### src/rtl/cpu_pkg.sv
// Shared definitions between the fetch/issue stage and the control unit.
// Both ends import this package so they agree on the opcode width, where
// the opcode sits in the instruction word, and which opcode ends a program.
package cpu_pkg;

    // Width of the opcode field carried from issue to decode.
    localparam int OPC_W = 6;

    // Default bit position of the opcode field LSB inside an instruction word.
    localparam int OPC_FIELD_LSB = 26;

    // Opcode that terminates the running program.
    localparam logic [OPC_W-1:0] OPC_HALT = 6'h3F;

    // Fetch/issue sequencer states.
    typedef enum logic [2:0] {
        IDLE  = 3'd0,
        FETCH = 3'd1,
        WAIT  = 3'd2,
        ISSUE = 3'd3,
        DONE  = 3'd4
    } issue_state_t;

endpackage : cpu_pkg

### src/rtl/opcode_issuer.sv
// Instruction fetch and issue stage.
// Reads instruction words from a synchronous-read memory (data one cycle
// after the enable), holds the word, and offers its opcode to decode under a
// valid/ready handshake. The PC advances by one per accepted instruction,
// can be redirected by execute on the accepting handshake, and a HALT
// opcode parks the stage in DONE until the next start pulse.
module opcode_issuer
    import cpu_pkg::*;
#(
    parameter int               ADDR_W   = 8,
    parameter int               INSTR_W  = 32,
    parameter int               OPC_LSB  = OPC_FIELD_LSB,
    parameter logic [OPC_W-1:0] HALT_OPC = OPC_HALT
) (
    input  logic               clock,
    input  logic               reset,
    input  logic               io_start,
    output logic               io_imem_en,
    output logic [ADDR_W-1:0]  io_imem_addr,
    input  logic [INSTR_W-1:0] io_imem_rdata,
    output logic               io_valid,
    input  logic               io_ready,
    output logic [OPC_W-1:0]   io_opcode,
    output logic [INSTR_W-1:0] io_instr,
    input  logic               io_redirect,
    input  logic [ADDR_W-1:0]  io_redirect_pc,
    output logic [ADDR_W-1:0]  io_pc,
    output logic               io_busy,
    output logic               io_done
);

    issue_state_t       state_q, state_d;
    logic [ADDR_W-1:0]  pc_q, pc_d;
    logic [INSTR_W-1:0] instr_q, instr_d;
    logic [OPC_W-1:0]   held_opcode;

    // Opcode field of the instruction word currently held for issue.
    assign held_opcode = instr_q[OPC_LSB +: OPC_W];

    // The PC is visible at all times; it is zero after reset and in IDLE.
    assign io_pc = pc_q;

    // State, PC and held instruction registers; reset aborts any transfer at once.
    always_ff @(posedge clock or negedge reset) begin
        if (!reset) begin
            state_q <= IDLE;
            pc_q    <= '0;
            instr_q <= '0;
        end else begin
            // NOTE: non-blocking assignments so every register samples the
            // values from before this edge, independent of statement order.
            state_q <= state_d;
            pc_q    <= pc_d;
            instr_q <= instr_d;
        end
    end

    // Next-state, next-PC and output decode for the fetch/issue sequencer.
    always_comb begin
        // NOTE: every signal driven here gets a default first, so no path
        // through the case statement can leave one unassigned (no latches).
        state_d      = state_q;
        pc_d         = pc_q;
        instr_d      = instr_q;
        io_imem_en   = 1'b0;
        io_imem_addr = '0;
        io_valid     = 1'b0;
        io_opcode    = '0;
        io_instr     = '0;
        io_busy      = 1'b0;
        io_done      = 1'b0;

        case (state_q)
            IDLE: begin
                if (io_start) begin
                    pc_d    = '0;
                    state_d = FETCH;
                end
            end

            FETCH: begin
                // Present the PC to memory; the word returns next cycle.
                io_busy      = 1'b1;
                io_imem_en   = 1'b1;
                io_imem_addr = pc_q;
                state_d      = WAIT;
            end

            WAIT: begin
                // Read data is valid now; hold it for the whole issue.
                io_busy = 1'b1;
                instr_d = io_imem_rdata;
                state_d = ISSUE;
            end

            ISSUE: begin
                io_busy   = 1'b1;
                io_valid  = 1'b1;
                io_opcode = held_opcode;
                io_instr  = instr_q;
                if (io_ready) begin
                    if (held_opcode == HALT_OPC) begin
                        // HALT is issued, then the stage stops; a redirect
                        // arriving with it is dropped and the PC keeps
                        // pointing at the HALT.
                        state_d = DONE;
                    end else if (io_redirect) begin
                        pc_d    = io_redirect_pc;
                        state_d = FETCH;
                    end else begin
                        // Natural wrap from the top of the address space to 0.
                        pc_d    = pc_q + ADDR_W'(1);
                        state_d = FETCH;
                    end
                end
            end

            DONE: begin
                io_done = 1'b1;
                if (io_start) begin
                    pc_d    = '0;
                    state_d = FETCH;
                end
            end

            default: begin
                state_d = IDLE;
            end
        endcase
    end

endmodule : opcode_issuer
### config.mk
export PLATFORM = sky130hd
export DESIGN_NAME = opcode_issuer
export DESIGN_NICKNAME = d
export VERILOG_FILES = /design/src/rtl/cpu_pkg.sv /design/src/rtl/opcode_issuer.sv
export SDC_FILE = /design/constraint.sdc
export NUM_CORES = 1
export LEC_CHECK = 0
export ABC_AREA = 0
export BUFFER_PORTS_ARGS = -buffer_cell sky130_fd_sc_hd__buf_2
export CAP_MARGIN = 20
export CORE_MARGIN = 2
export CORE_UTILIZATION = 48
export CTS_BUF_LIST = sky130_fd_sc_hd__clkbuf_8
export CTS_CLUSTER_SIZE = 30
export DETAILED_ROUTE_END_ITERATION = 8
export GPL_ROUTABILITY_DRIVEN = 0
export HOLD_SLACK_MARGIN = 0.12
export PLACE_DENSITY = 0.82
export SLEW_MARGIN = 10
export SYNTH_ARGS = -nofsm -noshare
export SYNTH_HDL_FRONTEND = slang
export SYNTH_SLANG_ARGS = --single-unit
### constraint.sdc
create_clock -name clock -period 2 [get_ports clock]
set_clock_uncertainty 0.15 [all_clocks]
set_input_delay 0.2 -clock clock [delete_from_list [all_inputs] [get_ports clock]]
set_output_delay 0.2 -clock clock [all_outputs]
set_load 0.02 [all_outputs]
# Word level (Yosys, flattened, before mapping)
# Index checks and enable logic that the tools add are counted.
[op_classes] n_addsub=1 n_eq_ne=8 n_mux=16 reduce_logical=6
[op_table] op="8-bit two-way mux" n=5
[op_table] op="32-bit two-way mux" n=1
[op_table] op="8-bit one-hot mux with 2 select lines" n=1
[op_table] op="3-bit one-hot mux with 4 select lines" n=1
[op_table] op="3-bit two-way mux" n=3
[op_table] op="8-bit by 1-bit adder with 8-bit output, second input constant" n=1
[op_table] op="3-bit by 2-bit equality test with 1-bit output, second input constant" n=2
[op_table] op="6-bit equality test, second input constant" n=1
[op_table] op="6-bit two-way mux" n=1
[op_table] op="1-bit two-way mux" n=4
[op_table] op="2-bit inequality test, second input constant" n=2
[op_table] op="4-bit AND reduction" n=1
[op_table] op="3-bit by 1-bit equality test with 1-bit output, second input constant" n=1
[op_table] op="3-bit equality test, second input constant" n=1
[op_table] op="3-bit zero test" n=1
[op_table] op="3-bit OR reduction" n=1
[op_table] op="2-bit by 1-bit inequality test with 1-bit output, second input constant" n=1
[op_table] op="2-bit AND reduction" n=1
[op_table] op="2-bit nonzero test" n=1
[op_table] op="2-bit OR reduction" n=1
[totals] regBits=43 in_bits=45 out_inout_bits=58 wordCells=34

# Longest topological paths before layout
# Gate-level depths: netlist of the first run.
[depth] ltp_word=5 ltp_mapped=6 depth_no_buf=5

# Least setup slack after synthesis of the first run
# No wires, ideal clock.
[synth_path] kind="register to output" startpoint="reg state_q[2]" endpoint="out io_opcode[0]" arrival_ns=1.576 required_ns=1.650 setup_slack_ns=0.074 stages_incl_launch_ff=6 path_buffers=3 cell_sequence="dfrtp_1 > and3b_1 > buf_6 > clkbuf_1 > and2_1 > buf_4"
[synth_between] elab_chain_cells=2
[synth_lines] item="from (decl)" line_no="opcode_issuer.sv:32" rtl="issue_state_t state_q, state_d;"
[synth_lines] item="from (signal assigned)" line_no="opcode_issuer.sv:52" rtl="state_q <= state_d;"
[synth_lines] item="3-bit by 2-bit equality test with 1-bit output" line_no="opcode_issuer.sv:73" rtl="case (state_q)"
[synth_lines] item="6-bit two-way mux" line_no="opcode_issuer.sv:73"
[synth_lines] item="to (decl)" line_no="opcode_issuer.sv:23" rtl="output logic [OPC_W-1:0] io_opcode,"
# No other way between the ends.

# Worst setup path in the final report of the first run
[layout_path] startpoint="reg state_q[2]" endpoint="out io_opcode[5]"
# The elaborated chain is that of the path after synthesis.

==> reports/summary.txt, run 1 <==
final non-filler cell total: 389
top-count cell post-synth: dfrtp_1
Synth Register Bits: 43
Core Area: 0.004384 sq mm
Setup CP Type: flop to output pin
switch share: 43.88%
Final setup viols: 0
hold_sp: io_redirect_pc[6]
Crit path max-delay family: simple AND/OR/NAND/NOR gates
Mean Syn Cell Area: 11.14 sq um
Critical Path Fanout Max: 19
initial antenna violation count: 0
CTS tree: yes
crit path time final: 1.914 ns
per-cell routed wire length: 14.16 um
Crit-path slowest cell: dfrtp_2
Yosys top cell by area: dfrtp_1
critical path arrival: 1.56 ns
worst r2r src: state_q[2]
Slew Viols, Final: 0
io pins: 103
Cell Area, Synth: 0.002206 sq mm
fraction of layout cells with a size suffix above 1: 45.70%
hold path depth: 4
synth top area cells: dfrtp_1 (49%), mux2_2 (15%), and2_1 (12%)
Clk Latency, worst-skew pair: 0.29 ns
Synth top area share: 48.78%
drt pass-1 iters: 4
Fin. Hold Viols: 0
final period utilization: 95.70%
Layout area overhead: 46.17%
Die X: 71.79 um
H-tree lvl count: 2
Mapped Cells: 198
worst path bufs/invs: 2
asr flop ratio synth: 100.0%
Via Count: 1951
# placed instances: 343
Worst VDD drop: 0.0008506 V
antenna diode count: 0
Clock Sinks: 43
Worst-Margin Slew: 0.5315 ns
Highest Clock Rate: 0.5225 GHz
largest net degree at the start of global routing: 24
LEAKAGE: 1.618 nW
Req. time, crit path: 1.65 ns
ys flop type: dfrtp_1
Initial Utilization: 50.31%
Clock transition at path regs: 0.08 ns
Worst Setup End Kind: output pin
worst hold path class: primary input to flop
Total GRT Usage: 22.25%
Tot Pwr: 5.081 mW
vias in the first global route: 1916
Crit path depth: 4
IO buf count: 102
worst relative slew slack: 64.57%
unrepaired setup endpoints after global routing: false
Die Span Y: 71.79 um
reg2reg end: state_q[2]
Max Root-Sink Buffers: 2
Pwr Density: 1576 mW/mm^2
Int Power: 2.851 mW
Worst Hold Path EP: io_pc[6]
pre-CTS setup slack: 0.2596 ns
max-cap viol count: 0
WHS: 0.1479 ns
CP peak stage delay: 0.44 ns
Post-synth EDFFs: 0
post-DP HPWL: 3555 um
sequence of cells on the critical path: and3b_2 > buf_6 > and2_1 > buf_2
R2R depth: 5
Gate power share: 58.2%
die area: 0.005154 sq mm
Detailed Route Iter0 Violations: 91
Rows: 24
Worst Setup SP: state_q[2]
Post-DRT Antenna Nets: 0
final WL: 5508 um
Post-route DRC: 0
fin nets: 382
final worst slack: 0.08608 ns
Switching Power: 2.229 mW
Clock power frac: 10.4%
setup TNS: 0 ns
Startpoint Class: flop
first-pass GRT wire length: 8921 um
Root Buffer: clkbuf_8
Flop pwr share: 31.4%
YS warnings: 0
Via density: 5.015
r2r setup slk: 0.12 ns
cts bufs inserted: 5
Yosys cell types: 35
most frequent cells after synthesis: dfrtp_1 (43), and2_1 (41), mux2_2 (30)
total congestion overflow: 0
sequential element share of the synthesized area: 48.78%
syn_nets: 244
status: finished, final reports clean
-- layer usage --
metal	routed length (um)	vias up	track usage, %
li1	-	953	-
met1	2225	930	26.05
met2	2872	66	40.33
met3	390	2	6.329
met4	19	0	5.031
met5	0	-	0
-- state kept, by name, summed over array words and instances (netlist names) --
name / flops
instr_q: 32
io_pc: 8
state_q: 3
-- cell families after synthesis --
family | synth area share (%)
AO/OA/AOI/OAI | 7.544
adder cells (fa/ha/maj) | 0.5671
multiplexers | 16.79
flip-flops | 48.78
buffers and inverters | 5.162
AND/OR/NAND/NOR | 21.16
-- how the worst max path moves through the flow --
stage	endpoint	slack, ns
floorplan	io_opcode[0]	0.07
global placement	io_pc[5]	0.31
detailed placement	io_pc[5]	0.26
CTS	io_instr[31]	0.004
global route	io_instr[29]	0.02
finish	io_opcode[5]	0.09
-- power groups by stage --
stage | logic, mW | registers (mW) | clock network [mW]
final | 2.96 | 1.59 | 0.529
after detailed placement | 2.88 | 1.61 | 0
after floorplan | 2.06 | 1.61 | 0
after CTS | 2.94 | 1.59 | 0.550
after global routing | 3.17 | 1.66 | 0.578
after global placement | 2.82 | 1.57 | 0
-- layout by cell type (no fill, tap or decap), types with 2 or more instances in the layout --
cell and count:
a21o_1 5, a21oi_1 3, a31oi_1 3, and2_1 41, and3_1 2, buf_2 102, buf_4 5, buf_6 2
clkbuf_8 5, clkinv_2 3, dfrtp_1 42, dlygate4sd3_1 38, inv_1 2, mux2_1 2, mux2_2 30, nand2_1 11
nand3_1 2, nand3b_1 2, nor2_1 4, nor3_1 5, nor3b_1 2, o21ai_0 5, o2bb2ai_1 2, or3_1 3
-- timing repair --
item | in CTS | in global routing
endpoints found under the setup margin | 0 | 37
hold buffers | 38 | 0
gates resized for setup | 0 | 4
endpoints found under the hold margin | 80 | 0
setup buffers | 0 | 0
-- final cells by class --
class / instances / area, sq um
fillers: 317 / 1160
multi-input cells: 136 / 1020
well taps: 52 / 65.06
clock inverters: 3 / 15.01
flip-flops and latches: 43 / 1077
repair buffers: 148 / 970.9
clock buffers: 5 / 68.82
inverters: 2 / 7.507
-- worst register-to-register path: cells and delay by family (launching register included) --
kind | cells | cell delay [ns]
flip-flops | 1 | 0.44
AND/OR/NAND/NOR | 2 | 0.41
AO/OA/AOI/OAI | 1 | 0.09
buffers and inverters | 2 | 0.74
-- per-stage QoR --
stage,cell area (sq um),util [%]
2_1_floorplan,2206,-
3_3_place_gp,2750,62.73
3_5_place_dp,2750,62.73
4_1_cts,3214,73.32
5_1_grt,3224,73.54
6_report,3224,73.54
Power figures use the tool's default switching activity.
==> run 2: changes to the inputs <==
- ABC_AREA: 0 -> 1
- REMOVE_ABC_BUFFERS: unset -> 1
==> reports/summary.txt, run 2 <==
status: finished, final reports clean (unchanged)
Synth Register Bits: 43 (unchanged)
CTS tree: yes (unchanged)
Highest Clock Rate: 0.5176 GHz (was 0.5225 GHz)
Critical Path Fanout Max: 33 (was 19)
Core Area: 0.004444 sq mm (was 0.004384 sq mm)
Total GRT Usage: 25.91% (was 22.25%)
Via Count: 2433 (was 1951)
final non-filler cell total: 496 (was 389)
YS warnings: 0 (unchanged)
Gate power share: 53.5% (was 58.2%)
Tot Pwr: 5.006 mW (was 5.081 mW)
initial antenna violation count: 0 (unchanged)
Int Power: 2.679 mW (was 2.851 mW)
Mean Syn Cell Area: 7.433 sq um (was 11.14 sq um)
Layout area overhead: 49.22% (was 46.17%)
Pwr Density: 1490 mW/mm^2 (was 1576 mW/mm^2)
Synth top area share: 47.78% (was 48.78%)
most common cell after layout, fill and taps aside: buf_2 (unchanged)
critical path arrival: 1.58 ns (was 1.56 ns)
final period utilization: 96.60% (was 95.70%)
Clock power frac: 15.9% (was 10.4%)
unrepaired setup endpoints after global routing: false (unchanged)
first-pass GRT wire length: 10580 um (was 8921 um)
Yosys top cell by area: dfrtp_1 (unchanged)
Post-DRT Antenna Nets: 0 (unchanged)
Post-route DRC: 0 (unchanged)
Final setup viols: 0 (unchanged)
Detailed Route Iter0 Violations: 165 (was 91)
Die X: 72.50 um (was 71.79 um)
# placed instances: 443 (was 343)
asr flop ratio synth: 100.0% (unchanged)
Worst-Margin Slew: 0.2726 ns (was 0.5315 ns)
Die Span Y: 72.50 um (was 71.79 um)
sequence of cells on the critical path: inv_1 > nand3_1 > buf_6 > nor2_1 > buf_2 (was and3b_2 > buf_6 > and2_1 > buf_2)
Crit path max-delay family: buffers and inverters (was simple AND/OR/NAND/NOR gates)
Worst Setup End Kind: output pin (unchanged)
setup TNS: 0 ns (unchanged)
H-tree lvl count: 2 (unchanged)
worst path bufs/invs: 3 (was 2)
post-DP HPWL: 3747 um (was 3555 um)
CP peak stage delay: 0.48 ns (was 0.44 ns)
most frequent cells after synthesis: nand2_1 (75), inv_1 (48), nor2_1 (47) (was dfrtp_1 (43), and2_1 (41), mux2_2 (30))
Root Buffer: clkbuf_8 (unchanged)
fraction of layout cells with a size suffix above 1: 29.73% (was 45.70%)
max-cap viol count: 0 (unchanged)
total congestion overflow: 0 (unchanged)
crit path time final: 1.932 ns (was 1.914 ns)
Mapped Cells: 303 (was 198)
DP Area: 0.002751 sq mm (was 0.002750 sq mm)
switch share: 46.48% (was 43.88%)
synth top area cells: dfrtp_1 (48%), nand2_1 (13%), inv_1 (8.0%) (was dfrtp_1 (49%), mux2_2 (15%), and2_1 (12%))
Flop pwr share: 30.6% (was 31.4%)
Register Area: 0.001079 sq mm (was 0.001077 sq mm)
antenna diode count: 0 (unchanged)
Fin. Hold Viols: 0 (unchanged)
final instance area: 0.003361 sq mm (was 0.003224 sq mm)
io pins: 103 (unchanged)
Largest register FFs: 32 (unchanged)
area of the multi-input gates: 873.3 sq um (was 0.001020 sq mm)
Via density: 4.905 (was 5.015)
per-cell routed wire length: 13.40 um (was 14.16 um)
Max Root-Sink Buffers: 2 (unchanged)
cts bufs inserted: 5 (unchanged)
Req. time, crit path: 1.65 ns (about the same)
largest net degree at the start of global routing: 67 (was 24)
drt pass-1 iters: 4 (unchanged)
fin nets: 489 (was 382)
Post-synth EDFFs: 0 (unchanged)
Startpoint Class: flop (unchanged)
Setup CP Type: flop to output pin (unchanged)
Clk Latency, worst-skew pair: 0.30 ns (was 0.29 ns)
final WL: 6648 um (was 5508 um)
vias in the first global route: 2252 (was 1916)
Slew Viols, Final: 0 (unchanged)
die area: 0.005256 sq mm (was 0.005154 sq mm)
Switching Power: 2.327 mW (was 2.229 mW)
fill count: 317 (unchanged)
IO buf count: 102 (unchanged)
most frequent cells in the layout: buf_2 (102), nand2_1 (74), inv_1 (49) (was buf_2 (102), dfrtp_1 (42), and2_1 (41))
Biggest register: instr_q (unchanged)
Worst VDD drop: 0.0008632 V (was 0.0008506 V)
Initial Utilization: 50.68% (was 50.31%)
Crit-path slowest cell: dfrtp_2 (unchanged)
worst relative slew slack: 81.81% (was 64.57%)
ys flop type: dfrtp_1 (unchanged)
Clock Sinks: 43 (unchanged)
top-count cell post-synth: nand2_1 (was dfrtp_1)
Clock transition at path regs: 0.08 ns (about the same)
worst hold path class: primary input to flop (unchanged)
sequential element share of the synthesized area: 47.78% (was 48.78%)
Cell Area, Synth: 0.002252 sq mm (was 0.002206 sq mm)
LEAKAGE: 1.832 nW (was 1.618 nW)
Rows: 24 (unchanged)
Yosys cell types: 26 (was 35)
==> run 2: cell types whose count changed in the layout (fill, tap and decap cells not counted), sizes merged, moves of 5 or more <==
| cell | change |
|---|---|
| o21ai | +38 |
| nor2 | +44 |
| a21o | -5 |
| and2 | -41 |
| nand2 | +68 |
| mux2 | -32 |
| inv | +50 |
| dlygate4sd3 | +5 |
| nand3 | +7 |
==> run 2: final cells by class <==
| class | count | share of cell area [%] |
|---|---|---|
| sequential | 43 | 32.09 |
| timing repair buffer | 151 | 30.34 |
| multi-input combinational | 191 | 25.99 |
| inverter | 51 | 5.696 |
| clock buffer | 5 | 2.048 |
| tap | 52 | 1.936 |
| clock inverter | 3 | 1.899 |
==> run 2: worst register-to-register path, delay by kind of cell (launching register included) <==
family	cells	cell delay, ns
AO/OA/AOI/OAI	1	0.10
buffers and inverters	3	0.85
flip-flops	1	0.44
AND/OR/NAND/NOR	2	0.29
==> run 2: kinds of logic after synthesis <==
| family | share of synthesized area, % |
|---|---|
| multiplexers | 0.4445 |
| buffers and inverters | 14.06 |
| AO/OA/AOI/OAI | 9.889 |
| XOR/XNOR | 0.3890 |
| adder cells (fa/ha/maj) | 0.5555 |
| flip-flops | 47.78 |
| AND/OR/NAND/NOR | 26.89 |
==> run 2: repair_timing <==
action,4_1_cts,5_1_grt
gates resized for setup,1,5
setup endpoints to repair,2,19
hold buffers,43,0
pin swaps,0,1
hold endpoints to repair,85,0
gates cloned,0,1
setup buffers,0,1
==> run 2: through the flow <==
step | setup slack [ns] | util, % | hold slack [ns]
5_1_grt | 0.01686 | 75.62 | 0.1701
2_1_floorplan | -0.7167 | - | -0.2456
3_3_place_gp | 0.3826 | 61.91 | -0.08085
3_5_place_dp | 0.3738 | 61.91 | -0.07084
4_1_cts | 0.05684 | 74.66 | 0.1239
6_report | 0.06798 | 75.62 | 0.1343
==> run 2: worst paths after layout <==
path                              from           end  slack [ns]  cells after the start
setup / recovery            state_q[2]  io_instr[26]        0.07                      5
hold / removal             io_redirect      io_pc[7]        0.13                      5
max in group asynchronous        reset    state_q[2]        1.04                      3
min in group asynchronous        reset   instr_q[26]        0.14                      2
setup reg to reg            state_q[1]    state_q[0]        0.12                      6
hold reg to reg            instr_q[10]   instr_q[10]        0.38                      2
==> run 2: power by group through the flow <==
stage | Clock (mW) | Combinational (mW) | Sequential [mW]
floorplan | 0 | 1.57 | 1.54
global placement | 0 | 2.34 | 1.51
detailed placement | 0 | 2.41 | 1.53
CTS | 0.803 | 2.52 | 1.52
global route | 0.843 | 2.95 | 1.58
finish | 0.794 | 2.68 | 1.53
==> run 2: layer usage <==
layer / global-route usage [%] / vias up / share of wire [%]
met2: 43.12 / 122 / 48
met4: 8.848 / 0 / 1.2
met5: 0 / - / 0
met3: 7.222 / 8 / 8.9
li1: - / 1183 / -
met1: 32.67 / 1120 / 42
